[src/rtl/branch_stage_if.sv]
// branch_stage_if
//   Handshake and packet bundle around the branch stage.
//   Upstream side : Send_in, PACKET_IN in; Ack_out out.
//   Channel A     : Send_out_a, PACKET_OUT_A out; Ack_in_a in (internal consumer).
//   Channel B     : Send_out_b, PACKET_OUT_B out; Ack_in_b in (external consumer).
//   Modports: slave = the branch stage, master = the environment around it.
//   Packet width comes from `M_PACKET_SIZE (defaults to 32 when not supplied).

`ifndef M_PACKET_WIDTH
`define M_PACKET_WIDTH 32
`endif
`ifndef M_PACKET_SIZE
`define M_PACKET_SIZE `M_PACKET_WIDTH
`endif

interface branch_stage_if;
   logic                        Send_in;
   logic                        Ack_out;
   logic [`M_PACKET_SIZE-1:0]   PACKET_IN;
   logic                        Send_out_a;
   logic                        Send_out_b;
   logic                        Ack_in_a;
   logic                        Ack_in_b;
   logic [`M_PACKET_SIZE-1:0]   PACKET_OUT_A;
   logic [`M_PACKET_SIZE-1:0]   PACKET_OUT_B;

   modport slave (
      input  Send_in, PACKET_IN, Ack_in_a, Ack_in_b,
      output Ack_out, Send_out_a, Send_out_b, PACKET_OUT_A, PACKET_OUT_B
   );

   modport master (
      output Send_in, PACKET_IN, Ack_in_a, Ack_in_b,
      input  Ack_out, Send_out_a, Send_out_b, PACKET_OUT_A, PACKET_OUT_B
   );
endinterface

[src/rtl/branch_stage.sv]
// branch_stage
//   Routes each upstream packet to channel A (routing bit 0) or channel B
//   (routing bit 1). Each channel owns one data latch and a four-phase
//   output handshake, so the channels run independently; upstream is only
//   stalled when the packet targets a channel that is still busy.
//   Ports: CLK, MR_N (synchronous, active-low), bus (branch_stage_if.slave).
//   Parameter SEL_BIT: index of the routing bit in PACKET_IN.
//   Optional macro BRANCH_STAGE_STRIP_EN: clear the routing bit in the
//   latched packet. Routing always uses the raw PACKET_IN bit.
//
//   state     | meaning
//   ----------+-------------------------------------------------
//   IN_WAIT   | waiting for Send_in with the target channel idle
//   IN_ACK    | packet captured, Ack_out high until Send_in drops
//   OUT_IDLE  | channel latch free
//   OUT_REQ   | Send_out_x high, waiting for Ack_in_x
//   OUT_RTZ   | Send_out_x low, waiting for Ack_in_x to drop

`ifndef M_PACKET_WIDTH
`define M_PACKET_WIDTH 32
`endif
`ifndef M_PACKET_SIZE
`define M_PACKET_SIZE `M_PACKET_WIDTH
`endif

module branch_stage #(
   parameter int SEL_BIT = `M_PACKET_WIDTH - 1
) (
   input  logic            CLK,
   input  logic            MR_N,
   branch_stage_if.slave   bus
);

   typedef enum logic       {IN_WAIT, IN_ACK} in_state_t;
   typedef enum logic [1:0] {OUT_IDLE, OUT_REQ, OUT_RTZ} out_state_t;

   in_state_t                 r_in_state;
   out_state_t                r_out_a;
   out_state_t                r_out_b;
   logic                      r_ack;
   logic                      r_send_a;
   logic                      r_send_b;
   logic [`M_PACKET_SIZE-1:0] r_dl_a;
   logic [`M_PACKET_SIZE-1:0] r_dl_b;

   logic                      w_sel;
   logic                      w_cap;
   logic                      w_cap_a;
   logic                      w_cap_b;
   logic [`M_PACKET_SIZE-1:0] w_latch_pkt;

   assign w_sel   = bus.PACKET_IN[SEL_BIT];
   // Head-of-line: only the target channel's state gates the capture.
   assign w_cap   = (r_in_state == IN_WAIT) && bus.Send_in &&
                    (w_sel ? (r_out_b == OUT_IDLE) : (r_out_a == OUT_IDLE));
   assign w_cap_a = w_cap && !w_sel;
   assign w_cap_b = w_cap &&  w_sel;

   always_comb begin
      w_latch_pkt = bus.PACKET_IN;
`ifdef BRANCH_STAGE_STRIP_EN
      w_latch_pkt[SEL_BIT] = 1'b0;
`endif
   end

   always_ff @(posedge CLK) begin
      if (!MR_N) begin
         r_in_state <= IN_WAIT;
         r_out_a    <= OUT_IDLE;
         r_out_b    <= OUT_IDLE;
         r_ack      <= 1'b0;
         r_send_a   <= 1'b0;
         r_send_b   <= 1'b0;
         r_dl_a     <= '0;
         r_dl_b     <= '0;
      end else begin
         case (r_in_state)
            IN_WAIT: if (w_cap) begin
               r_in_state <= IN_ACK;
               r_ack      <= 1'b1;
            end
            IN_ACK: if (!bus.Send_in) begin
               r_in_state <= IN_WAIT;
               r_ack      <= 1'b0;
            end
            default: r_in_state <= IN_WAIT;
         endcase

         case (r_out_a)
            OUT_IDLE: if (w_cap_a) begin
               r_out_a  <= OUT_REQ;
               r_send_a <= 1'b1;
               r_dl_a   <= w_latch_pkt;
            end
            OUT_REQ: if (bus.Ack_in_a) begin
               r_out_a  <= OUT_RTZ;
               r_send_a <= 1'b0;
            end
            OUT_RTZ: if (!bus.Ack_in_a) r_out_a <= OUT_IDLE;
            default: begin
               r_out_a  <= OUT_IDLE;
               r_send_a <= 1'b0;
            end
         endcase

         case (r_out_b)
            OUT_IDLE: if (w_cap_b) begin
               r_out_b  <= OUT_REQ;
               r_send_b <= 1'b1;
               r_dl_b   <= w_latch_pkt;
            end
            OUT_REQ: if (bus.Ack_in_b) begin
               r_out_b  <= OUT_RTZ;
               r_send_b <= 1'b0;
            end
            OUT_RTZ: if (!bus.Ack_in_b) r_out_b <= OUT_IDLE;
            default: begin
               r_out_b  <= OUT_IDLE;
               r_send_b <= 1'b0;
            end
         endcase
      end
   end

   assign bus.Ack_out      = r_ack;
   assign bus.Send_out_a   = r_send_a;
   assign bus.Send_out_b   = r_send_b;
   assign bus.PACKET_OUT_A = r_dl_a;
   assign bus.PACKET_OUT_B = r_dl_b;

endmodule

[src/flat_wrapper.sv]
// flat-port wrapper written by rule: the top's interface ports become plain ports
module branch_stage_flat 
#(
   parameter int SEL_BIT = `M_PACKET_WIDTH - 1
)
  (CLK, MR_N, bus_Send_in, bus_PACKET_IN, bus_Ack_in_a, bus_Ack_in_b, bus_Ack_out, bus_Send_out_a, bus_Send_out_b, bus_PACKET_OUT_A, bus_PACKET_OUT_B);
  branch_stage_if bus_i ();
  input  logic CLK;
  input  logic MR_N;
  input wire logic [$bits(bus_i.Send_in)-1:0] bus_Send_in;
  input wire logic [$bits(bus_i.PACKET_IN)-1:0] bus_PACKET_IN;
  input wire logic [$bits(bus_i.Ack_in_a)-1:0] bus_Ack_in_a;
  input wire logic [$bits(bus_i.Ack_in_b)-1:0] bus_Ack_in_b;
  output wire logic [$bits(bus_i.Ack_out)-1:0] bus_Ack_out;
  output wire logic [$bits(bus_i.Send_out_a)-1:0] bus_Send_out_a;
  output wire logic [$bits(bus_i.Send_out_b)-1:0] bus_Send_out_b;
  output wire logic [$bits(bus_i.PACKET_OUT_A)-1:0] bus_PACKET_OUT_A;
  output wire logic [$bits(bus_i.PACKET_OUT_B)-1:0] bus_PACKET_OUT_B;
  assign bus_i.Send_in = bus_Send_in;
  assign bus_i.PACKET_IN = bus_PACKET_IN;
  assign bus_i.Ack_in_a = bus_Ack_in_a;
  assign bus_i.Ack_in_b = bus_Ack_in_b;
  assign bus_Ack_out = bus_i.Ack_out;
  assign bus_Send_out_a = bus_i.Send_out_a;
  assign bus_Send_out_b = bus_i.Send_out_b;
  assign bus_PACKET_OUT_A = bus_i.PACKET_OUT_A;
  assign bus_PACKET_OUT_B = bus_i.PACKET_OUT_B;
  branch_stage #(.SEL_BIT(SEL_BIT)) u_core (.CLK(CLK), .MR_N(MR_N), .bus(bus_i));
endmodule
[config.mk]
export PLATFORM = sky130hd
export DESIGN_NAME = branch_stage_flat
export DESIGN_NICKNAME = d
export VERILOG_FILES = /design/src/rtl/branch_stage_if.sv /design/src/rtl/branch_stage.sv /design/src/flat_wrapper.sv
export SDC_FILE = /design/constraint.sdc
export NUM_CORES = 1
export LEC_CHECK = 0
export CORE_UTILIZATION = 28
export DETAILED_ROUTE_END_ITERATION = 7
export GPL_TIMING_DRIVEN = 0
export SLEW_MARGIN = 40
export SYNTH_ARGS = -nofsm -noshare
export SYNTH_HDL_FRONTEND = slang
export SYNTH_SLANG_ARGS = --single-unit
[constraint.sdc]
create_clock -name CLK -period 2.3 [get_ports CLK]
set_input_delay 0.345 -clock CLK [delete_from_list [all_inputs] [get_ports CLK]]
set_output_delay 0.345 -clock CLK [all_outputs]
set_load 0.1 [all_outputs]
# --- Yosys cells after proc, flatten, opt, wreduce, memory -nomap -nowiden ---
# Index checks and enable logic that the tools add are counted.
op_classes:
  n_eq_ne: 12
  n_mux: 21
  n_bitwise: 3
  n_reduce_logical: 14
op_table:
  columns: ["op", "n"]
  rows:
  - ["$mux 2", 6]
  - ["$pmux 2 s3", 2]
  - ["$reduce_and 3->1", 4]
  - ["$ne 2x2->1 const B", 5]
  - ["$mux 1", 9]
  - ["$ne 2x1->1 const B", 3]
  - ["$pmux 1 s3", 2]
  - ["$reduce_and 2->1", 3]
  - ["$eq 2x1->1 const B", 2]
  - ["$eq 2x2->1 const B", 2]
  - ["$logic_and 1x1->1", 4]
  - ["$logic_not 2->1", 2]
  - ["$pmux 1 s2", 2]
  - ["$not 1->1", 3]
  - ["$logic_not 1->1", 1]
word_totals:
  regBits: 72
  output_inout_bits: 67

# --- Depth between registers and ports, before layout ---
# Gate-level depths: netlist of run 1.
logic_depth:
  ltp_word: 6
  mapped_depth: 4
  ltp_nobuf: 3

# --- Worst setup path before layout of run 1 ---
# OpenSTA, ideal clock, no wires.
synth_timing:
  path_kind: "register -> register"
  start: "register, netlist name u_core.bus.Ack_out"
  end: "register u_core.r_ack, in the netlist u_core.bus.Ack_out"
  setup_time_ps: 76
  t_arrival_ps: 1263
  setup_slack_ps: 962
  path_stages_with_launch: 3
  path_buffers: 0
  path_cell_list: "dfxtp_1 o21ai_0 a21boi_0"
synth_rtl:
  columns: ["item", "line", "rtl"]
  rows:
  - ["to (signal assigned)", "branch_stage.sv:71", "r_ack <= 1'b0;"]
  - ["to (signal assigned)", "branch_stage.sv:80", "r_ack <= 1'b1;"]
  - ["to (signal assigned)", "branch_stage.sv:84", "r_ack <= 1'b0;"]
  - ["to (decl)", "branch_stage.sv:40", "logic r_ack;"]

# --- Final worst setup path of run 1 ---
layout_timing:
  start: "register u_core.r_dl_b[16], in the netlist u_core.bus.PACKET_OUT_B[16]"
  end: "output port bus_PACKET_OUT_B[16]"
layout_rtl:
  columns: ["item", "line", "rtl"]
  rows:
  - ["from (decl)", "branch_stage.sv:44", "logic [`M_PACKET_SIZE-1:0] r_dl_b;"]
  - ["from (signal assigned)", "branch_stage.sv:110", "r_dl_b <= w_latch_pkt;"]
  - ["to (decl)", "flat_wrapper.sv:18", "output wire logic [$bits(bus_i.PACKET_OUT_B)-1:0] bus_PACKET_OUT_B;"]
# No word-level cell between the ends.

==> flow_metrics.py, run 1 <==
metrics = {
    "run_status": {
        "outcome": "finished clean",
    },
    "final_layout": {
        "multi_input_area_um2": 1160,
        "area_growth_pct": 39.7,
        "regArea_um2": 1440,
        "diodes": 0,
        "fill_cells": 994,
        "drive_above_1_share_pct": 24.0,
        "fin_cells": 520,
        "nets": 423,
    },
    "critical_path": {
        "cp_slowest_cell": "buf_2",
        "rrSetupSlack_ns": 0.96,
        "worstReg2RegEnd": "u_core.bus.PACKET_OUT_A[22]",
        "crit_chain": "buf_2",
        "crit_arrival_ns": 1.13,
        "start_kind": "flop",
        "crit_buf_inv": 1,
        "reg2regPathDepth": 4,
        "crit_type": "reg -> out",
        "max_stage_delay_ns": 0.43,
        "required_ns": 1.96,
        "r2r_start": "u_core.r_in_state",
        "end_kind": "primary output",
        "critPathTopFamily": "buffers and inverters",
        "crit_fanout": 2,
    },
    "synthesis": {
        "syn_avg_cell_area_um2": 9.95,
        "synth_seq_cells": 72,
        "yosysWarnings": 0,
        "yosysUniqueCellTypes": 21,
        "synth_top_family_by_area": "multiplexers",
        "synth_compound_area_share_pct": 2.67,
        "synth-simple-area-share_pct": 16.6,
        "synth.area.mux_share_pct": 22.8,
        "synth_adder_area_share_pct": 0,
        "synth_xor_area_share_pct": 0.645,
        "synthesis.area_um2": 2720,
        "syn-num-nets": 310,
        "ys_seq_area_share_pct": 53.1,
        "syn_inst": 273,
    },
    "sta": {
        "finalCriticalPeriod_ns": 1.48,
        "finalCritPeriodShare_pct": 64.3,
        "relSlewSlack_pct": 64.0,
        "fin_setup_tns_ns": 0,
        "setup_ws_ns": 0.822,
        "worstMarginPinSlew_ns": 0.540,
        "finClkSkew_ns": 0.0102,
        "fmax_ghz": 0.676,
        "setup_viol_count_final": 0,
        "grt_setup_unrepaired": "no",
        "slew_viol_final": 0,
        "hold_viol": 0,
    },
    "pwr": {
        "p_sw_share_pct": 34.4,
        "p_int_uw": 2130,
        "p_leak_uw": 0.00198,
        "powerDensity_nw_per_um2": 857,
        "ir_drop_mv": 0.317,
        "clockPowerShare_pct": 34.7,
        "power_frac_seq_pct": 41.4,
        "p_sw_uw": 1120,
        "comb_power_share_pct": 23.8,
    },
    "clock_network": {
        "htree_levels": 3,
        "cts_buffers": 9,
        "cts_tree": "built",
        "cts_root_buf": "clkbuf_8",
        "post_cts_buffers": 0,
        "clock-sinks": 72,
        "post_cts_resized": 0,
        "clkLatencyLatePin_ns": 0.34,
        "path_clk_slew_ns": 0.09,
        "postCtsHoldBufs": 0,
        "clk_path_buf_depth": 2,
    },
    "route": {
        "routed_wl_mm": 6.94,
        "vias_per_cell": 4.29,
        "drt_first_pass_iters": 4,
        "wl_per_cell_um": 13.3,
        "postRouteAntennaNets": 0,
        "first_iter_violations": 30,
        "route.detailed.drc": 0,
        "vias": 2231,
    },
    "global_routing": {
        "overflow": 0,
        "grt_use_met3_pct": 5.27,
        "use_met2_pct": 25.2,
        "top_usage_layer": "met2",
        "grt_start_max_net_pins": 14,
        "first_global_vias": 2213,
        "grt_pass1_wl_mm": 11.0,
        "antenna_found_initial": 0,
        "groute.usage.overall_pct": 14.3,
        "grtUsageMet1_pct": 16.4,
    },
    "worst_hold_path": {
        "hold_path_end": "u_core.r_out_a[1]",
        "hold_start": "MR_N",
        "hold_path_depth": 2,
        "min_path_type": "in -> reg",
    },
    "placement": {
        "pre_cts_slack_ns": 0.503,
        "dp_cells": 504,
        "dp_hpwl_mm": 5.05,
        "place.gp.congestion": 0.709,
        "port_buffers": 102,
    },
    "floorplanning": {
        "die_h_um": 100,
        "rows": 35,
        "core_area_um2": 9330,
        "start_util_pct": 29.1,
        "io_pins": 104,
        "die-area_um2": 10100,
        "die_w_um": 100,
    },
    "flow_run": {
        "drv_cap": 0,
    },
}
-- cell usage after synthesis, drive strengths merged --
cell | count | share of area, %
inv | 1 | 0.14
and3 | 3 | 0.69
o311a | 1 | 0.37
buf | 7 | 2.7
clkbuf | 10 | 1.4
o21ai | 4 | 0.74
nor2 | 2 | 0.28
nand2 | 99 | 14
a21boi | 5 | 1.4
and2b | 1 | 0.28
dfxtp | 72 | 53
nor2b | 1 | 0.23
nor3 | 1 | 0.37
nor3b | 1 | 0.69
mux2i | 62 | 23
xor2 | 2 | 0.64
a21oi | 1 | 0.18
-- state kept, by name, indices dropped and copies added (netlist names) --
signal and count:
u_core.bus.Send_out_a 1, u_core.bus.PACKET_OUT_B 32, u_core.r_in_state 1, u_core.bus.Send_out_b 1, u_core.r_out_a 2, u_core.bus.PACKET_OUT_A 32, u_core.r_out_b 2, u_core.bus.Ack_out 1
-- routing by layer --
metal	up-vias	wire, um
met5	-	0
met4	0	59
met3	6	419
met2	69	3350
met1	1037	3110
li1	1119	-
-- through the flow --
stage          cell area (um^2)  total power (uW)  util (%)  hold slack (ns)
2_1_floorplan              2720              1990         -            0.478
3_3_place_gp               3900              2210      41.8            0.446
3_5_place_dp               3560              2160      38.2            0.451
4_1_cts                    3790              3300      40.7            0.374
5_1_grt                    3790              3400      40.7            0.396
6_report                   3790              3250      40.7            0.389
-- power groups by stage --
| stage | registers (uW) | clock network (uW) | logic [uW] |
|---|---|---|---|
| global route | 1360 | 1240 | 808 |
| CTS | 1350 | 1170 | 783 |
| finish | 1350 | 1130 | 775 |
| detailed placement | 1380 | 0 | 781 |
| floorplan | 1820 | 0 | 167 |
| global placement | 1380 | 0 | 835 |
-- cells in the final DEF (no fill, tap or decap) --
master | Yosys | routed
and2b_1 | 1 | 1
and3_1 | 3 | 3
nor2_1 | 2 | 2
nor2b_1 | 1 | 1
a21boi_1 | 4 | 4
clkinv_4 | 0 | 2
a21oi_1 | 1 | 1
clkinvlp_4 | 0 | 2
nand2_1 | 97 | 97
nor3b_4 | 1 | 1
nand2_2 | 1 | 1
clkdlybuf4s50_1 | 0 | 35
o21ai_0 | 4 | 4
nor3_2 | 1 | 1
dfxtp_1 | 72 | 72
clkbuf_8 | 0 | 10
bufinv_16 | 0 | 2
inv_1 | 1 | 1
o311a_1 | 1 | 1
a21boi_0 | 1 | 1
mux2i_1 | 62 | 62
buf_6 | 6 | 6
buf_2 | 1 | 68
nand2_4 | 1 | 1
xor2_1 | 2 | 2
clkbuf_1 | 10 | 10
-- worst max-delay path by stage --
stage | startpoint | endpoint | slack, ns | cells past startpoint
global placement | u_core.bus.PACKET_OUT_A[30] | bus_PACKET_OUT_A[30] | 0.48 | 1
floorplan | u_core.bus.Ack_out | u_core.bus.Ack_out | 0.96 | 2
detailed placement | bus_PACKET_IN[31] | u_core.bus.PACKET_OUT_A[22] | 0.50 | 5
global route | u_core.bus.PACKET_OUT_A[20] | bus_PACKET_OUT_A[20] | 0.77 | 1
finish | u_core.bus.PACKET_OUT_B[16] | bus_PACKET_OUT_B[16] | 0.82 | 1
CTS | u_core.bus.PACKET_OUT_B[16] | bus_PACKET_OUT_B[16] | 0.80 | 1
-- area by class of cell --
cell class / instances / share of cell area [%]
tap: 129 / 4.25
clock buffer: 10 / 3.63
clock inverter: 6 / 2.44
inverter: 1 / 0.0989
sequential: 72 / 38.0
buffer: 17 / 2.90
timing repair buffer: 102 / 18.1
multi-input combinational: 183 / 30.6
-- logic make-up after synthesis --
| family | after synthesis |
|---|---|
| AO/OA/AOI/OAI | 11 |
| XOR/XNOR | 2 |
| buffers and inverters | 18 |
| flip-flops | 72 |
| multiplexers | 62 |
| AND/OR/NAND/NOR | 108 |
(Power assumes the default switching activity.)
==> inputs of run 2 (changes only) <==
==> constraint.sdc (replaced) <==
create_clock -name CLK -period 1.3 [get_ports CLK]
set_input_delay 0.195 -clock CLK [delete_from_list [all_inputs] [get_ports CLK]]
set_output_delay 0.195 -clock CLK [all_outputs]
set_load 0.1 [all_outputs]
==> flow_metrics.py, run 2 (synthesis results as in run 1) <==
metrics = {
    "clock_network": {
        "cts_root_buf": "clkbuf_8",
        "cts_buffers": 9,
        "postCtsHoldBufs": 0,
        "clock-sinks": 72,
        "clkLatencyLatePin_ns": 0.34,
        "path_clk_slew_ns": 0.08,
        "htree_levels": 3,
        "cts_tree": "built",
        "clk_path_buf_depth": 2,
    },
    "pwr": {
        "powerDensity_nw_per_um2": 1500,
        "ir_drop_mv": 0.595,
        "finalPower_uw": 6060,
        "p_leak_uw": 0.00204,
    },
    "global_routing": {
        "first_global_vias": 2151,
        "antenna_found_initial": 0,
        "grt_pass1_wl_mm": 10.9,
        "groute.usage.overall_pct": 14.4,
        "overflow": 0,
        "grt_start_max_net_pins": 13,
    },
    "critical_path": {
        "cp_slowest_cell": "dfxtp_1",
        "crit_start": "u_core.r_in_state",
        "required_ns": 1.57,
        "max_stage_delay_ns": 0.35,
        "crit_type": "reg -> reg",
        "reg2regPathDepth": 4,
        "crit_cells": 4,
        "worstReg2RegEnd": "u_core.bus.PACKET_OUT_B[22]",
        "crit_chain": "and2b_2 > nand2_4 > buf_6 > mux2i_1",
        "crit_buf_inv": 1,
        "crit_fanout": 10,
        "start_kind": "flop",
        "critPathTopFamily": "simple AND/OR/NAND/NOR gates",
        "rrSetupSlack_ns": 0.06,
        "end_kind": "flop",
        "r2r_start": "u_core.r_in_state",
        "crit_path_end": "u_core.bus.PACKET_OUT_B[22]",
        "crit_arrival_ns": 1.51,
    },
    "final_layout": {
        "final_cell_mix": "nand2_1 (97), buf_4 (72), dfxtp_1 (71), mux2i_1 (62), clkdlybuf4s50_1 (35)",
        "nets": 428,
        "diodes": 0,
        "final_util_pct": 43.4,
        "drive_above_1_share_pct": 25.5,
        "layout_commonest_cell": "nand2_1",
        "area_growth_pct": 49.0,
        "design_area_um2": 4050,
    },
    "sta": {
        "finClkSkew_ns": 0.00578,
        "hold_viol": 0,
        "worstMarginPinSlew_ns": 0.561,
        "finalCritPeriodShare_pct": 95.5,
        "finalCriticalPeriod_ns": 1.24,
        "grt_setup_unrepaired": "yes",
        "fin_setup_tns_ns": 0,
        "fmax_ghz": 0.806,
        "relSlewSlack_pct": 62.6,
        "slew_viol_final": 0,
        "setup_viol_count_final": 0,
    },
    "floorplanning": {
        "io_pins": 104,
        "rows": 35,
        "die-area_um2": 10100,
        "start_util_pct": 29.1,
        "core_area_um2": 9330,
        "die_h_um": 100,
        "die_w_um": 100,
    },
    "run_status": {
        "outcome": "finished clean",
    },
    "worst_hold_path": {
        "min_path_type": "in -> reg",
    },
    "placement": {
        "port_buffers": 102,
        "place.gp.congestion": 0.698,
        "dp_hpwl_mm": 4.97,
        "placed_area_um2": 3560,
    },
    "flow_run": {
        "drv_cap": 0,
    },
    "route": {
        "routed_wl_mm": 7.02,
        "wl_per_cell_um": 13.4,
        "drt_first_pass_iters": 4,
        "vias": 2246,
        "route.detailed.drc": 0,
        "postRouteAntennaNets": 0,
        "vias_per_cell": 4.28,
        "first_iter_violations": 29,
    },
}
==> run 2: changes by cell type in the layout (fill, tap and decap cells not counted), moves of 2 or more <==
cell,before,now
buf_4,0,72
buf_2,68,1
buf_12,0,2
buf_6,6,4
clkinv_4,2,0
==> run 2: where the power goes <==
part / internal [uW] / switching (uW) / total, uW
Clock: 1380 / 832 / 2210
Combinational: 397 / 1070 / 1460
Sequential: 2320 / 66.3 / 2390
==> run 2: through the flow <==
stage	worst slack, ns	std cells	hold slack, ns
after floorplan	0.0568	273	0.341
after global placement	-0.368	504	0.441
after detailed placement	-0.334	504	0.448
after CTS	0.0202	520	0.218
after global routing	-0.0110	525	0.228
final	0.0589	525	0.240
==> run 2: worst min-delay path by stage <==
stage | cells past startpoint | to | startpoint | slack, ns
floorplan | 1 | u_core.r_out_a[1] | bus_Ack_in_a | 0.34
global placement | 2 | u_core.bus.Send_out_b | u_core.bus.Send_out_b | 0.44
detailed placement | 2 | u_core.bus.Send_out_b | u_core.bus.Send_out_b | 0.45
CTS | 2 | u_core.r_out_a[1] | MR_N | 0.22
global route | 2 | u_core.r_out_a[1] | MR_N | 0.23
finish | 2 | u_core.r_out_a[1] | MR_N | 0.24
==> run 2: worst reg2reg max path, delay by kind of cell (launching register included) <==
family                 cells  cell delay [ns]
AND/OR/NAND/NOR            2             0.43
flip-flops                 1             0.35
multiplexers               1             0.20
buffers and inverters      1             0.19
==> run 2: cell type report <==
type | instances | area [um^2]
plain buffers | 17 | 128
clock buffers | 11 | 151
clock inverters | 5 | 103
fillers | 933 | 5280
inverters | 1 | 3.75
multi-input cells | 183 | 1170
flip-flops and latches | 72 | 1440
well taps | 129 | 161
repair buffers | 107 | 891
==> run 2: repair_timing <==
action / in CTS / in global routing
resized for setup: 68 / 5
pin swaps: 0 / 2
endpoints found under the setup margin: 95 / 57
setup buffers: 0 / 5
==> run 2: metal layers <==
layer	vias up	part of all wire (%)	track usage [%]
met3	11	6.7	4.65
met2	69	46	23.0
li1	1133	-	-
met1	1033	46	17.8
met5	-	0	0
met4	0	1.5	6.02
==> inputs of run 3 (changes only) <==
--- a/config.mk
+++ b/config.mk
@@ -7,7 +7,6 @@
 export LEC_CHECK = 0
 export CORE_UTILIZATION = 28
 export DETAILED_ROUTE_END_ITERATION = 7
-export GPL_TIMING_DRIVEN = 0
 export SLEW_MARGIN = 40
 export SYNTH_ARGS = -nofsm -noshare
 export SYNTH_HDL_FRONTEND = slang
==> flow_metrics.py, run 3 (synthesis results as in run 1) <==
metrics = {
    "critical_path": {
        "crit_buf_inv": 1,
        "crit_fanout": 12,
        "rrSetupSlack_ns": 0.06,
        "crit_chain": "and2b_2 > nand2_4 > buf_12 > mux2i_1",
        "end_kind": "flop",
        "crit_arrival_ns": 1.50,
        "cp_slowest_cell": "dfxtp_1",
        "max_stage_delay_ns": 0.36,
        "start_kind": "flop",
        "reg2regPathDepth": 4,
        "critPathTopFamily": "simple AND/OR/NAND/NOR gates",
        "crit_cells": 4,
        "r2r_start": "u_core.r_in_state",
        "crit_type": "reg -> reg",
        "worstReg2RegEnd": "u_core.bus.PACKET_OUT_A[21]",
        "required_ns": 1.57,
    },
    "route": {
        "postRouteAntennaNets": 0,
        "route.detailed.drc": 0,
        "vias": 2192,
        "routed_wl_mm": 6.59,
        "first_iter_violations": 39,
        "drt_first_pass_iters": 4,
        "vias_per_cell": 4.26,
        "wl_per_cell_um": 12.8,
    },
    "final_layout": {
        "multi_input_area_um2": 1170,
        "design_area_um2": 4900,
        "final_cell_mix": "nand2_1 (97), buf_12 (72), dfxtp_1 (71), mux2i_1 (62), clkdlybuf4s50_1 (35)",
        "drive_above_1_share_pct": 26.0,
        "regArea_um2": 1440,
        "layout_commonest_cell": "nand2_1",
        "nets": 418,
        "area_growth_pct": 80.4,
        "fill_cells": 819,
        "diodes": 0,
    },
    "floorplanning": {
        "io_pins": 104,
        "start_util_pct": 29.1,
        "core_area_um2": 9330,
        "rows": 35,
        "die_h_um": 100,
        "die-area_um2": 10100,
        "die_w_um": 100,
    },
    "sta": {
        "worstMarginPinSlew_ns": 0.296,
        "fmax_ghz": 0.808,
        "hold_viol": 0,
        "finClkSkew_ns": 0.0130,
        "hold_slack_ns": 0.363,
        "setup_ws_ns": 0.0625,
        "finalCritPeriodShare_pct": 95.2,
        "setup_viol_count_final": 0,
        "relSlewSlack_pct": 80.2,
        "slew_viol_final": 0,
        "fin_setup_tns_ns": 0,
        "finalCriticalPeriod_ns": 1.24,
    },
    "clock_network": {
        "cts_tree": "built",
        "htree_levels": 3,
        "clock-sinks": 72,
        "post_cts_buffers": 0,
        "path_clk_slew_ns": 0.08,
        "postCtsHoldBufs": 0,
        "cts_buffers": 9,
        "clk_path_buf_depth": 2,
        "clkLatencyLatePin_ns": 0.35,
        "cts_root_buf": "clkbuf_8",
    },
    "worst_hold_path": {
        "min_path_type": "in -> reg",
        "hold_start": "MR_N",
        "hold_path_depth": 4,
        "hold_path_end": "u_core.bus.PACKET_OUT_B[24]",
    },
    "global_routing": {
        "antenna_found_initial": 0,
        "first_global_vias": 2194,
        "grt_start_max_net_pins": 73,
        "grt_pass1_wl_mm": 10.3,
        "groute.usage.overall_pct": 13.2,
        "overflow": 0,
    },
    "placement": {
        "pre_cts_slack_ns": -0.258,
        "dp_hpwl_mm": 4.72,
        "port_buffers": 103,
        "place.gp.congestion": 0.675,
        "placed_area_um2": 4600,
    },
    "flow_run": {
        "drv_cap": 0,
    },
    "pwr": {
        "finalPower_uw": 6450,
        "ir_drop_mv": 0.547,
        "powerDensity_nw_per_um2": 1320,
        "p_leak_uw": 0.00225,
    },
    "run_status": {
        "outcome": "finished clean",
    },
}
-- run 3: report_power, final --
part | internal [uW] | switching, uW
Combinational | 675 | 1060
Sequential | 2320 | 125
Clock | 1450 | 813
Total | 4450 | 2000
-- run 3: per-layer routing --
layer / part of all wire [%] / vias up / GRT usage [%]
met3: 7.2 / 8 / 5.55
met2: 49 / 68 / 22.7
met5: 0 / - / 0
met1: 42 / 999 / 14.7
li1: - / 1117 / -
met4: 1.1 / 0 / 4.68
-- run 3: stage by stage --
stage,utilization [%],cells
after floorplan,-,273
after global placement,49.3,498
after detailed placement,49.3,498
after CTS,52.1,513
after global routing,52.5,514
final,52.5,514
-- run 3: timing repair --
item                                    in CTS  in global routing
hold endpoints to repair                     0                  0
gates resized for setup                      0                  4
endpoints found under the setup margin       0                 22
-- run 3: worst max path at each step --
stage | from | endpoint | slack (ns)
5_1_grt | u_core.r_in_state | u_core.bus.PACKET_OUT_A[17] | -0.001
2_1_floorplan | u_core.bus.PACKET_OUT_A[31] | u_core.bus.PACKET_OUT_A[31] | 0.06
4_1_cts | u_core.r_in_state | u_core.bus.PACKET_OUT_A[6] | 0.02
3_5_place_dp | bus_Send_in | u_core.bus.PACKET_OUT_A[6] | -0.26
3_3_place_gp | bus_PACKET_IN[31] | u_core.bus.PACKET_OUT_B[16] | -0.22
6_report | u_core.r_in_state | u_core.bus.PACKET_OUT_A[21] | 0.06
-- run 3: tightest hold or removal path, stage by stage --
cell and delay, ns:
buf_2 0.12, buf_12 0.19, nand2_1 0.09, mux2i_1 0.06
-- run 3: area by class of cell --
| class | instances | area share, % |
|---|---|---|
| multi-input combinational | 183 | 23.9 |
| inverter | 1 | 0.0766 |
| clock buffer | 9 | 2.53 |
| tap | 129 | 3.29 |
| sequential | 72 | 29.4 |
| clock inverter | 6 | 2.71 |
| timing repair buffer | 114 | 38.0 |
